## src/rtl/toy_pack.sv

```systemverilog
// Shared types and constants for the toy core's dispatch-to-EU path.
package toy_pack;

    // Default receive-queue depth; dispatch resets each EU credit counter to this.
    localparam int unsigned EU_RECV_DEPTH = 4;

    // Target execution unit of an instruction.
    typedef enum logic [1:0] {
        EU_MEXT   = 2'd0,
        EU_FLOAT  = 2'd1,
        EU_CSR    = 2'd2,
        EU_CUSTOM = 2'd3
    } eu_sel_e;

    // Instruction payload carried from dispatch to an execution unit.
    typedef struct packed {
        logic [7:0]  inst_id;
        eu_sel_e     eu_sel;
        logic [3:0]  op;
        logic [4:0]  rd;
        logic [15:0] imm;
    } eu_pkg;

endpackage

```

## src/rtl/toy_eu_recv_ptr.sv

```systemverilog
// Read/write pointers, full/empty detection, push/pop qualification and
// occupancy for the EU receive queue. Pointers carry one extra wrap bit.
module toy_eu_recv_ptr
    import toy_pack::*;
#(
    parameter int unsigned DEPTH = EU_RECV_DEPTH,
    localparam int unsigned IDX_W = $clog2(DEPTH),
    localparam int unsigned OCC_W = $clog2(DEPTH + 1)
) (
    input  logic             clk,
    input  logic             rst,
    input  logic             in_vld,
    input  logic             eu_rdy,
    input  logic             flush,
    output logic             push,
    output logic             pop,
    output logic             full,
    output logic             empty,
    output logic [IDX_W-1:0] wr_idx,
    output logic [IDX_W-1:0] rd_idx,
    output logic [OCC_W-1:0] occ
);

    localparam int unsigned PTR_W = IDX_W + 1;

    logic [PTR_W-1:0] wr_ptr;
    logic [PTR_W-1:0] rd_ptr;
    logic [PTR_W-1:0] ptr_diff;

    // Status and handshake qualification, all from registered pointers plus inputs.
    always_comb begin
        empty    = (wr_ptr == rd_ptr);
        full     = (wr_ptr[IDX_W-1:0] == rd_ptr[IDX_W-1:0]) &&
                   (wr_ptr[IDX_W] != rd_ptr[IDX_W]);
        pop      = !empty && eu_rdy && !flush;
        push     = in_vld && !flush && (!full || pop);
        ptr_diff = wr_ptr - rd_ptr;
        occ      = OCC_W'(ptr_diff);
        wr_idx   = wr_ptr[IDX_W-1:0];
        rd_idx   = rd_ptr[IDX_W-1:0];
    end

    // Pointer update; flush returns both pointers to zero and wins over push/pop.
    always_ff @(posedge clk) begin
        if (rst) begin
            wr_ptr <= '0;
            rd_ptr <= '0;
        end else if (flush) begin
            wr_ptr <= '0;
            rd_ptr <= '0;
        end else begin
            if (push) begin
                wr_ptr <= wr_ptr + 1'b1;
            end
            if (pop) begin
                rd_ptr <= rd_ptr + 1'b1;
            end
        end
    end

endmodule

```

## src/rtl/toy_eu_recv_queue.sv

```systemverilog
// Receive-side instruction queue in front of one execution unit. Buffers
// the valid-only dispatch stream, presents it in order under valid/ready,
// returns freed-slot credits to dispatch and supports a full flush.
module toy_eu_recv_queue
    import toy_pack::*;
#(
    parameter int unsigned DEPTH = EU_RECV_DEPTH,
    parameter int unsigned CNT_W = $clog2(DEPTH + 2)
) (
    input  logic                         clk,
    input  logic                         rst,
    input  logic                         in_vld,
    input  eu_pkg                        in_pld,
    input  logic                         flush,
    output logic                         eu_vld,
    output eu_pkg                        eu_pld,
    input  logic                         eu_rdy,
    output logic [CNT_W-1:0]             credit_ret_cnt,
    output logic [$clog2(DEPTH+1)-1:0]   occ,
    output logic                         overflow_err
);

    localparam int unsigned IDX_W = $clog2(DEPTH);

    logic             push;
    logic             pop;
    logic             full;
    logic             empty;
    logic             drop;
    logic [IDX_W-1:0] wr_idx;
    logic [IDX_W-1:0] rd_idx;

    eu_pkg mem [DEPTH];

    toy_eu_recv_ptr #(
        .DEPTH (DEPTH)
    ) u_ptr (
        .clk    (clk),
        .rst    (rst),
        .in_vld (in_vld),
        .eu_rdy (eu_rdy),
        .flush  (flush),
        .push   (push),
        .pop    (pop),
        .full   (full),
        .empty  (empty),
        .wr_idx (wr_idx),
        .rd_idx (rd_idx),
        .occ    (occ)
    );

    // Head presentation and drop detection; eu_pld reads zero while empty.
    always_comb begin
        eu_vld = !empty;
        eu_pld = empty ? '0 : mem[rd_idx];
        drop   = in_vld && full && !pop && !flush;
    end

    // Payload storage; contents are don't-care until written.
    always_ff @(posedge clk) begin
        if (push) begin
            mem[wr_idx] <= in_pld;
        end
    end

    // Credit return: one per pop, or every discarded slot (plus an in-flight push) on flush.
    always_ff @(posedge clk) begin
        if (rst) begin
            credit_ret_cnt <= '0;
        end else if (flush) begin
            credit_ret_cnt <= CNT_W'(occ) + CNT_W'(in_vld);
        end else begin
            credit_ret_cnt <= CNT_W'(pop);
        end
    end

    // Sticky overflow flag; only reset clears it.
    always_ff @(posedge clk) begin
        if (rst) begin
            overflow_err <= 1'b0;
        end else if (drop) begin
            overflow_err <= 1'b1;
        end
    end

endmodule

```

## config.mk

```make
export PLATFORM = sky130hd
export DESIGN_NAME = toy_eu_recv_queue
export DESIGN_NICKNAME = d
export VERILOG_FILES = /design/src/rtl/toy_pack.sv /design/src/rtl/toy_eu_recv_ptr.sv /design/src/rtl/toy_eu_recv_queue.sv
export SDC_FILE = /design/constraint.sdc
export NUM_CORES = 1
export LEC_CHECK = 0
export CORE_MARGIN = 3
export CORE_UTILIZATION = 58
export CTS_CLUSTER_DIAMETER = 50
export DETAILED_ROUTE_END_ITERATION = 12
export GPL_TIMING_DRIVEN = 1
export PLACE_DENSITY = 0.86
export SETUP_SLACK_MARGIN = 0.1
export SLEW_MARGIN = 30
export SYNTH_ARGS = -nofsm -noshare
export SYNTH_HDL_FRONTEND = slang
export SYNTH_SLANG_ARGS = --single-unit
export TNS_END_PERCENT = 30
```

## constraint.sdc

```tcl
create_clock -name clk -period 5.4 [get_ports clk]
set_input_delay 1.35 -clock clk [delete_from_list [all_inputs] [get_ports clk]]
set_output_delay 1.35 -clock clk [all_outputs]
set_load 0.01 [all_outputs]
```

==> results, run 1 <==
- The horizontal extent of the die is approximately 110 um.
- Using the TritonRoute via totals, the vias-per-cell ratio works out to roughly 5.7.
- The placed standard-cell area is around 7000 um^2.
- The max-slew violation count is 0.
- The fraction of synthesized area in multiplexers is 14.2%.
- After the first detailed-routing iteration, the DRC count stood at between 200 and 250.
- After clock tree synthesis, the repair step resized 0 gates.
- In this run the biggest area consumer among cell types represents about 70% of the synthesized area.
- The worst clock skew is about 0.006 ns.
- The data arrival at the endpoint of the critical path is approximately 2.8 ns.
- The post-layout instance count excluding filler cells is 536.
- The layout has between 500 and 600 filler cells.
- The synthesized netlist devotes under 10% of its cell area to simple gates.
- From synthesis to final layout, the design area changed by 25.4%.
- The worst slack on hold paths is a little over 0.5 ns.
- The adder-cell share of the synthesized area is about 2.2%.
- The number of antenna-violating nets in the routed design is 0.
- The number of rows created at floorplan is 36.
- The count of synthesis-stage warnings from yosys is 0.
- Summing every instance area after synthesis gives approximately 6000 um^2.
- Buffers inserted to repair hold after CTS numbered 0.
- The number of global-route vias before repair is 3257.
- The static leakage is 0.00247 uW.
- Of all nets on the critical path, the largest fanout is 36.
- The worst pin sits at a relative slew slack of 34.3%.
- The xor and xnor fraction of the mapped netlist area is less than 1%.
- The clock tree from TritonCTS is yes.
- The largest net degree at the start of global routing is 37.
- The setup violation total in the final timing report is 0.
- Summing all flip-flop and latch instances after layout gives ~4400 um^2.
- Of the available clock period, the critical path in the final layout requires between 70% and 80%.
- The design draws about 2600 uW.
- Timing would allow up to roughly 240 MHz.
- The post-CTS setup repair buffer count is 0.
- The count of final hold-check violations came to 0.
- The detailed-routing iteration count for the pre-antenna-repair pass is 5.
- In the global route stage, overall resource usage came out at 22.1%.
- The post-synthesis compound-gate area fraction is 1.04%.
- Counting instances in the post-synthesis netlist gives the leading cell types as edfxtp_1, and2_1, mux4_2.
- The final weighted congestion in routability-driven placement is ~0.8.
- The flow ran to the end, and the final reports show no timing, DRC or antenna violations.
- The worst setup path is of the reg2out kind.
- The instance count of the mapped netlist is around 300.
- After routing the design area is between 7000 and 8000 um^2.
- The starting density of the core is between 60% and 70%.
- The detailed-route wire length per cell is 22.1 um.
- Detailed placement finished with a half-perimeter wire length of roughly 6.7 mm.
- The CTS buffer count is 17.
- Cells with a size suffix above 1 make up about a fifth of the layout.
- STA classifies the critical path startpoint as a register.
- The standard cell core area is 9950 um^2.
- Sorting the synthesized cells by area gives the leading types as edfxtp_1, mux4_2, and2_1.
- The maximum ir drop on the vdd rail is around 0.36 mV.
- The most frequent cell after synthesis is edfxtp_1.
- The height of the chip is around 110 um.
- The slew at the pin closest to its max-slew limit is 0.985 ns.
- The repair_antennas step left the layout with diodes totalling 0.
- The tool flagged a number of max-cap violations equal to 0.
- The class of the most critical hold timing path is reg2reg.
- In this run, placement finished with an instance count of 504.
- The setup total negative slack is 0 ns.
- The initial antenna violation count is 0.
- The tree is rooted in a clkbuf_8.
- The required arrival time at the worst endpoint is about 4.1 ns.
- The routed wire length is about 12 mm.
- The global-route wire length before repair is 18.4 mm.
- The maximum root-to-sink buffer count is 2.
- In the final design database the tool counted between 400 and 500 nets.
- The clock latency on the worst-skew pair is 0.51 ns.
- Setup repair after global routing left no endpoint under its margin.
- Power spread over the standard cell area amounts to 349 nW/um^2.
- CTS built an H-tree with a depth of 4.
- Summing the sequential cell areas from Yosys gives approximately 74% of the chip area.
- The net count after synthesis is ~350.
- The dominant combinational cell family by area after synthesis is multiplexers.
- STA classifies the critical path endpoint as an output pin.
- Counting flops with a built-in enable in the synthesized netlist gives 140.
- The biggest area consumer among synthesized cells is edfxtp_1.
- The number of top-level design ports is 83.
- The average instance in the mapped netlist occupies about 20 um^2.
- Buffers placed on the I/O ports in this run total between 80 and 90.
- The final critical delay including setup and external delays is roughly 4.1 ns.
- The post-synthesis sequential element count is 152.
- The clock slew seen by the registers of the worst setup and hold paths is approximately 0.060 ns.
- The final routed DRC violation total is 0.
- The share of synthesized registers carrying an async set or reset is 0%.
- The routed layout has between 3000 and 4000 vias.
- The overall die area is 11700 um^2.
- After synthesis, the netlist uses 28 different library cells.
- The multi-input combinational cell area is 1460 um^2.
- Summed over all layers, the global routing overflow is 0.
- Clock tree synthesis found a total of between 150 and 200 sinks.
- For this run, the leading register cell type out of synthesis is edfxtp_1.
area by class of cell:
type	count	area share (%)
Clock buffer	18	5.53
Clock inverter	14	2.27
Inverter	9	0.463
Multi-Input combinational cell	125	19.3
Sequential cell	152	58.8
Tap cell	133	2.20
Timing Repair Buffer	85	11.4
per-layer routing:
metal / part of all wire, % / up-vias / GRT usage (%)
met5: 0 / - / 0
met4: 1.7 / 0 / 8.57
met2: 54 / 102 / 36.1
met3: 5.0 / 17 / 5.61
li1: - / 1364 / -
met1: 40 / 1586 / 29.1
path summary, 6_finish.rpt:
path | startpoint | end | slack, ns | depth (start not counted)
max | u_ptr.wr_ptr[0]$_SDFFE_PP0P_ | eu_pld[9] | 1.29 | 7
min | u_ptr.wr_ptr[0]$_SDFFE_PP0P_ | u_ptr.wr_ptr[0]$_SDFFE_PP0P_ | 0.50 | 2
max reg2reg | u_ptr.rd_ptr[1]$_SDFFE_PP0P_ | mem[0][12]$_DFFE_PP_ | 2.69 | 5
min reg2reg | u_ptr.wr_ptr[0]$_SDFFE_PP0P_ | u_ptr.wr_ptr[0]$_SDFFE_PP0P_ | 0.50 | 2
registers in the layout, indices dropped and copies added (netlist names), named ones only:
name	flops
mem	140
u_ptr.wr_ptr	3
credit_ret_cnt	3
u_ptr.rd_ptr	3
overflow_err	1
layout by cell type (no fill, tap or decap), types with 2 or more instances in the layout:
master,synthesis,routed
clkinvlp_4,0,4
clkdlybuf4s50_1,0,82
or3_1,2,2
dfxtp_1,12,10
mux2i_1,7,7
buf_4,0,2
nor2_1,2,2
inv_6,0,4
edfxtp_1,140,140
and2_2,0,2
mux4_2,35,35
nand2b_1,2,2
nor2b_1,3,2
clkbuf_16,0,16
ha_1,9,9
a31oi_1,2,2
inv_1,8,8
and2_1,40,37
o211ai_1,2,2
bufinv_16,0,3
xor2_2,2,2
dfxtp_2,0,2
clkinv_1,0,2
nand2_1,11,11
power breakdown:
part | switching [uW] | internal [uW] | leakage [uW]
Combinational | 68.6 | 81.7 | 0.000829
Sequential | 6.47 | 1310 | 0.00137
Clock | 467 | 707 | 0.000274
Total | 542 | 2090 | 0.00247
critical path, cell delays in order (launching register included):
cell             delay, ns
dfxtp_1               0.38
inv_1                 0.11
ha_1                  0.33
nand2_1               0.09
nor2_2                0.12
clkinv_2              0.38
and2_1                0.31
clkdlybuf4s50_1       0.51
logic make-up after synthesis:
kind of cell | Yosys count
muxes | 42
buffers and inverters | 21
DFF | 152
and+or+nand+nor | 63
AOI/OAI and AO/OA | 8
adders and majority gates | 10
xor gates and xnor gates | 2
metrics by stage:
stage / util, % / worst slack, ns
5_1_grt: 76.0 / 1.02
3_3_place_gp: 69.8 / 1.63
6_report: 76.0 / 1.29
4_1_cts: 76.0 / 1.22
2_1_floorplan: - / 1.61
3_5_place_dp: 70.0 / 1.77
No activity file was read; power rests on OpenSTA's default activity.
==> inputs of run 2 (changes only) <==
CORE_UTILIZATION = 54   (was 58)
PLACE_DENSITY = 0.81   (was 0.86)
clock period = 4.3 ns   (was 5.4 ns; I/O delays follow)
==> results, run 2 (synthesis gave the netlist of run 1 again) <==
- Counting I/O delays and the setup requirement, the final critical path takes approximately 3.9 ns.
- The hold buffer count at cts came to 0 (unchanged).
- The final weighted congestion in routability-driven placement is 0.816 (was 0.789).
- The worst reg-to-reg path cell count is 6 (was 5).
- The largest stage delay on the critical path is 0.49 ns (was 0.51 ns).
- The height of the chip is 112 um (was 108 um).
- The detailed-route wire length per cell is 19.8 um (was 22.1 um).
- The initial DRC count was 170 (was 236).
- The routed wire length is 10.8 mm (was 11.8 mm).
- Critical-path cell list: inv_1 -> ha_1 -> nand2_1 -> nor2_2 -> clkinv_2 -> and2_1 -> clkdlybuf4s50_1 (unchanged).
- The number of flip-flops under the largest register name is 140 (unchanged).
- The via count of the routed design is 3004 (was 3069).
- The half-perimeter wire length after detailed placement is 6.80 mm (was 6.70 mm).
- The class of the most critical hold timing path is reg2reg (unchanged).
- The horizontal extent of the die was 112 um (was 108 um).
- The post-detailed-route via-to-cell ratio is 5.50 (was 5.73).
- The global-route wire length before repair is 17.2 mm (was 18.4 mm).
- The max-slew violation count is 0 (unchanged).
- The largest net degree at the start of global routing is 37 (unchanged).
- The total number of nets in the final design is 447 (was 440).
- The data arrival at the endpoint of the critical path is 2.79 ns (was 2.76 ns).
- The overall die area was 12500 um^2 (was 11700 um^2).
- The area growth from synthesis to final layout is 25.2% (was 25.4%).
- The count of final hold-check violations was 0 (unchanged).
- The total power per unit cell area came to 416 nW/um^2 (was 349 nW/um^2).
- The reg-to-reg critical path startpoint is u_ptr.wr_ptr[0]$_SDFFE_PP0P_ (was u_ptr.rd_ptr[1]$_SDFFE_PP0P_).
- The clock slew seen by the registers of the worst setup and hold paths is 0.06 ns (about the same).
- The number of top-level design ports is 83 (unchanged).
- The kind of start point of the critical path is a register (unchanged).
- The final routed DRC violation total is 0 (unchanged).
- The number of cells upsized or downsized after cts is 0 (unchanged).
- The slowest stage cell on the critical path is clkdlybuf4s50_1 (unchanged).
- The count of maximum capacitance violations is 0 (unchanged).
- The diode insertion count for antenna repair is 0 (unchanged).
- The static leakage is 0.00249 uW (was 0.00247 uW).
- The final-layout fill cell count is 670 (was 542).
- The share of final-layout standard cells stronger than drive strength 1 came to 20.5% (was 19.4%).
- The total overflow reported by the global router is 0 (unchanged).
- The total number of H-tree levels came to 4 (unchanged).
- The post-CTS setup repair buffer count is 0 (unchanged).
- The startpoint of the most critical hold path is overflow_err$_SDFFE_PP0P_ (was u_ptr.wr_ptr[0]$_SDFFE_PP0P_).
- The clock latency on the worst-skew pair is 0.52 ns (was 0.51 ns).
- The end of the worst register-to-register path is mem[0][12]$_DFFE_PP_ (unchanged).
- The core occupancy in the finished layout was 71.2% (was 76.0%).
- The worst slew slack as a fraction of its limit is 39.5% (was 34.3%).
- Setup repair after global routing missed its margin: no (unchanged).
- The worst hold path depth came to 2 (unchanged).
- The most frequent standard cell in the layout excluding fill and tap cells is edfxtp_1 (unchanged).
- The setup slack of the worst register-to-register path is 1.68 ns (was 2.69 ns).
- The end point of the most critical hold path is overflow_err$_SDFFE_PP0P_ (was u_ptr.wr_ptr[0]$_SDFFE_PP0P_).
- Result of the run: complete, no violations (unchanged).
- The maximum ir drop on the vdd rail is 0.288 mV (was 0.364 mV).
- The number of global-route vias before repair is 3314 (was 3257).
- The classification of the worst setup path is reg2out (unchanged).
- The setup violation total in the final timing report came to 0 (unchanged).
- The standard cell core area came to 10600 um^2 (was 9950 um^2).
- The number of antenna-violating nets in the routed design is 0 (unchanged).
- The worst clock skew came to 0.00564 ns (was 0.00615 ns).
- Of the available clock period, the critical path in the final layout requires about 90%.
- The register with the most flip-flops was mem (unchanged).
- The critical path capture point type was an output pin (unchanged).
- The clock tree from TritonCTS was yes (unchanged).
- The detailed-routing iteration count for the pre-antenna-repair pass is 4 (was 5).
- The all-layer global routing usage was 18.5% (was 22.1%).
- The setup total negative slack is 0 ns (unchanged).
- The CTS buffer count came to 17 (unchanged).
- The slew at the pin closest to its max-slew limit was 0.908 ns (was 0.985 ns).
- The required arrival time at the worst endpoint is 3.22 ns (was 4.05 ns).
- The maximum root-to-sink buffer count came to 2 (unchanged).
- The initial antenna violation count was 0 (unchanged).
- The total number of clock tree sinks is 152 (unchanged).
- The count of input and output buffers came to 82 (unchanged).
- The maximum clock frequency is 259 MHz.
- The sum of internal, switching and leakage power is 3140 uW (was 2640 uW).
- The starting density of the core was 56.9% (was 60.6%).
- The number of rows created at floorplan is 37 (was 36).
- Most used cells in the layout excluding fill and tap cells: edfxtp_1, clkdlybuf4s50_1, and2_1 (unchanged).
- The maximum fanout along the worst path came to 36 (unchanged).
- The buffer cell driving the clock tree root was clkbuf_8 (unchanged).
- The launch point of the critical path is u_ptr.wr_ptr[0]$_SDFFE_PP0P_ (unchanged).
[run 2: worst max-delay path, delay by kind of cell (launching register included)]
family / cells / cell delay [ns]
buf+inv: 3 / 1.00
simple gates: 3 / 0.54
flops: 1 / 0.40
fa+ha+maj: 1 / 0.32
[run 2: how the worst max path moves through the flow]
stage / end / depth (start not counted)
5_1_grt: eu_pld[4] / 7
3_5_place_dp: eu_pld[34] / 7
4_1_cts: eu_pld[4] / 7
3_3_place_gp: eu_pld[4] / 7
6_report: eu_pld[4] / 7
2_1_floorplan: mem[3][0]$_DFFE_PP_ / 3
[run 2: stage by stage]
stage          area, um^2  std cells  setup WS, ns  hold slack (ns)
3_3_place_gp         7020        514          1.07            0.475
5_1_grt              7550        546         0.255            0.547
2_1_floorplan        6030        298         0.788            0.469
4_1_cts              7550        546         0.404            0.497
6_report             7550        546         0.434            0.510
3_5_place_dp         7020        514         0.994            0.475
[run 2: where the power goes]
group	total, uW	leakage, uW	switching [uW]	internal, uW
combinational	190	0.000863	85.0	105
clock	1300	0.000253	545	757
sequential	1650	0.00137	7.44	1640
total	3140	0.00249	637	2500
[run 2: cell type report]
type                       count  area [um^2]  share of cell area [%]
tap                          136          170                    2.25
clock inverter                14          110                    1.46
timing repair buffer          92          908                    12.0
sequential                   152         4450                    58.9
clock buffer                  18          418                    5.54
multi-input combinational    125         1460                    19.4
inverter                       9         35.0                   0.464
[run 2: routing by layer]
metal  wire [um]  track usage [%]  vias up
met3         532             5.33       19
li1            -                -     1368
met2        5720             31.7       85
met5           0                0        -
met1        4350             21.9     1532
met4         221             7.95        0
==> inputs of run 3 (changes only) <==
CELL_PAD_IN_SITES_DETAIL_PLACEMENT = 0   (was unset)
CELL_PAD_IN_SITES_GLOBAL_PLACEMENT = 1   (was unset)
CORE_UTILIZATION = 47   (was 54)
==> results, run 3 (synthesis gave the netlist of run 1 again) <==
- The maximum clock frequency was 274 MHz (was 259 MHz).
- Most used cells in the layout excluding fill and tap cells: edfxtp_1, clkdlybuf4s50_1, and2_1 (unchanged).
- The diode insertion count for antenna repair came to 0 (unchanged).
- The setup violation total in the final timing report is 0 (unchanged).
- The total overflow reported by the global router is 0 (unchanged).
- The clock latency on the worst-skew pair came to 0.41 ns (was 0.52 ns).
- The count of final hold-check violations is 0 (unchanged).
- The starting density of the core is 49.2% (was 56.9%).
- The kind of start point of the critical path is a register (unchanged).
- The largest stage delay on the critical path came to 0.49 ns (about the same).
- The number of cells upsized or downsized after cts was 0 (unchanged).
- The global-route wire length before repair is 16.8 mm (was 17.2 mm).
- The register with the most flip-flops is mem (unchanged).
- The all-layer global routing usage is 15.9% (was 18.5%).
- The data arrival at the endpoint of the critical path is 2.58 ns (was 2.79 ns).
- The clock tree from TritonCTS is yes (unchanged).
- The routed wire length is 10.5 mm (was 10.8 mm).
- The most frequent standard cell in the layout excluding fill and tap cells is edfxtp_1 (unchanged).
- The half-perimeter wire length after detailed placement was 6.57 mm (was 6.80 mm).
- The number of flip-flops under the largest register name is 140 (unchanged).
- The hold buffer count at cts is 0 (unchanged).
- The count of maximum capacitance violations is 0 (unchanged).
- The standard cell core area is 12300 um^2 (was 10600 um^2).
- The static leakage was 0.00250 uW (was 0.00249 uW).
- The area growth from synthesis to final layout is 26.7% (was 25.2%).
- The largest net degree at the start of global routing is 37 (unchanged).
- The worst slew slack as a fraction of its limit is 52.0% (was 39.5%).
- The final weighted congestion in routability-driven placement is 0.804 (was 0.816).
- The detailed-route wire length per cell is 18.2 um (was 19.8 um).
- The class of the most critical hold timing path is reg2reg (unchanged).
- The slowest stage cell on the critical path is clkdlybuf4s50_1 (unchanged).
- The post-route fraction of the period consumed by the critical path is 84.9% (was 89.9%).
- The initial antenna violation count was 0 (unchanged).
- The post-detailed-route via-to-cell ratio is 5.17 (was 5.50).
- The max-slew violation count came to 0 (unchanged).
- The slew at the pin closest to its max-slew limit is 0.717 ns (was 0.908 ns).
- The initial DRC count came to 129 (was 170).
- The setup slack after placement is 1.02 ns (was 0.994 ns).
- Setup repair after global routing missed its margin: no (unchanged).
- The number of antenna-violating nets in the routed design was 0 (unchanged).
- The number of top-level design ports is 83 (unchanged).
- The total number of nets in the final design is 445 (was 447).
- The total number of H-tree levels is 4 (unchanged).
- The maximum fanout along the worst path came to 36 (unchanged).
- The total number of clock tree sinks is 152 (unchanged).
- The buffer cell driving the clock tree root is clkbuf_16 (was clkbuf_8).
- The number of placed cells counting well taps is 544 (was 514).
- The detailed-routing iteration count for the pre-antenna-repair pass was 5 (was 4).
- The setup total negative slack came to 0 ns (unchanged).
- The horizontal extent of the die is 119 um (was 112 um).
- The final critical delay including setup and external delays is 3.65 ns (was 3.87 ns).
- The height of the chip is 119 um (was 112 um).
- The final standard cell area without fillers came to 7640 um^2 (was 7550 um^2).
- The count of input and output buffers is 82 (unchanged).
- The final routed DRC violation total is 0 (unchanged).
- The classification of the worst setup path is reg2out (unchanged).
- Result of the run: complete, no violations (unchanged).
- The setup slack after layout was 0.647 ns (was 0.434 ns).
- The total power per unit cell area came to 430 nW/um^2 (was 416 nW/um^2).
- The share of final-layout standard cells stronger than drive strength 1 is 19.9% (was 20.5%).
- The required arrival time at the worst endpoint was 3.22 ns (about the same).
- The post-CTS setup repair buffer count is 0 (unchanged).
- The clock slew seen by the registers of the worst setup and hold paths was 0.05 ns (was 0.06 ns).
- The maximum root-to-sink buffer count is 2 (unchanged).
- The worst clock skew is 0.00831 ns (was 0.00564 ns).
- The number of global-route vias before repair came to 3169 (was 3314).
- The number of rows created at floorplan came to 40 (was 37).
- The post-layout instance count excluding filler cells is 576 (was 546).
- The placed standard-cell area is 7060 um^2 (was 7020 um^2).
- The CTS buffer count is 17 (unchanged).
- The maximum ir drop on the vdd rail is 0.211 mV (was 0.288 mV).
- The overall die area is 14200 um^2 (was 12500 um^2).
- Critical-path cell list: inv_1 -> ha_1 -> nand2_1 -> nor2_2 -> clkinv_2 -> and2_1 -> clkdlybuf4s50_1 (unchanged).
- The critical path capture point type is an output pin (unchanged).
- The via count of the routed design is 2978 (was 3004).
run 3: cell types whose count changed in the layout (fill, tap and decap cells not counted), sizes merged:
| cell | before | now |
|---|---|---|
| clkinvlp | 3 | 2 |
| buf | 10 | 8 |
| inv | 8 | 10 |
| clkinv | 11 | 6 |
| bufinv | 1 | 3 |
| clkbuf | 18 | 20 |
run 3: power by group:
group | switching, uW | internal, uW | leakage (uW)
clock network | 543 | 910 | 0.000280
registers | 5.95 | 1640 | 0.00137
logic | 82.4 | 104 | 0.000855
total | 632 | 2650 | 0.00250
run 3: path summary, 6_finish.rpt:
kind	startpoint	endpoint	slack, ns	cells past startpoint
min	u_ptr.wr_ptr[0]$_SDFFE_PP0P_	u_ptr.wr_ptr[0]$_SDFFE_PP0P_	0.52	2
min reg2reg	u_ptr.wr_ptr[0]$_SDFFE_PP0P_	u_ptr.wr_ptr[0]$_SDFFE_PP0P_	0.52	2
max	u_ptr.wr_ptr[0]$_SDFFE_PP0P_	eu_pld[12]	0.65	7
max reg2reg	u_ptr.wr_ptr[0]$_SDFFE_PP0P_	mem[2][1]$_DFFE_PP_	1.71	6
run 3: layer usage:
metal	routed length, um	GRT usage (%)	up-vias
li1	-	-	1376
met1	4260	19.2	1526
met2	5610	26.8	63
met3	444	5.18	13
met4	159	6.08	0
met5	0	0	-
run 3: area by class of cell:
| cell class | instances | area, um^2 |
|---|---|---|
| clock buffer | 20 | 437 |
| clock inverter | 12 | 149 |
| fill | 880 | 4620 |
| inverter | 9 | 35.0 |
| multi-input combinational | 125 | 1460 |
| sequential | 152 | 4450 |
| tap | 168 | 210 |
| timing repair buffer | 90 | 906 |
run 3: through the flow:
step,power [uW],utilization [%],hold WS (ns)
finish,3290,62.3,0.518
global route,3390,62.3,0.540
floorplan,1760,-,0.469
CTS,3320,62.3,0.508
global placement,1860,57.6,0.471
detailed placement,1870,57.6,0.483
run 3: critical path, delay by kind of cell (launching register included):
kind / cells / cell delay, ns
DFF: 1 / 0.37
adders and majority gates: 1 / 0.32
buffers and inverters: 3 / 0.98
and+or+nand+nor: 3 / 0.51
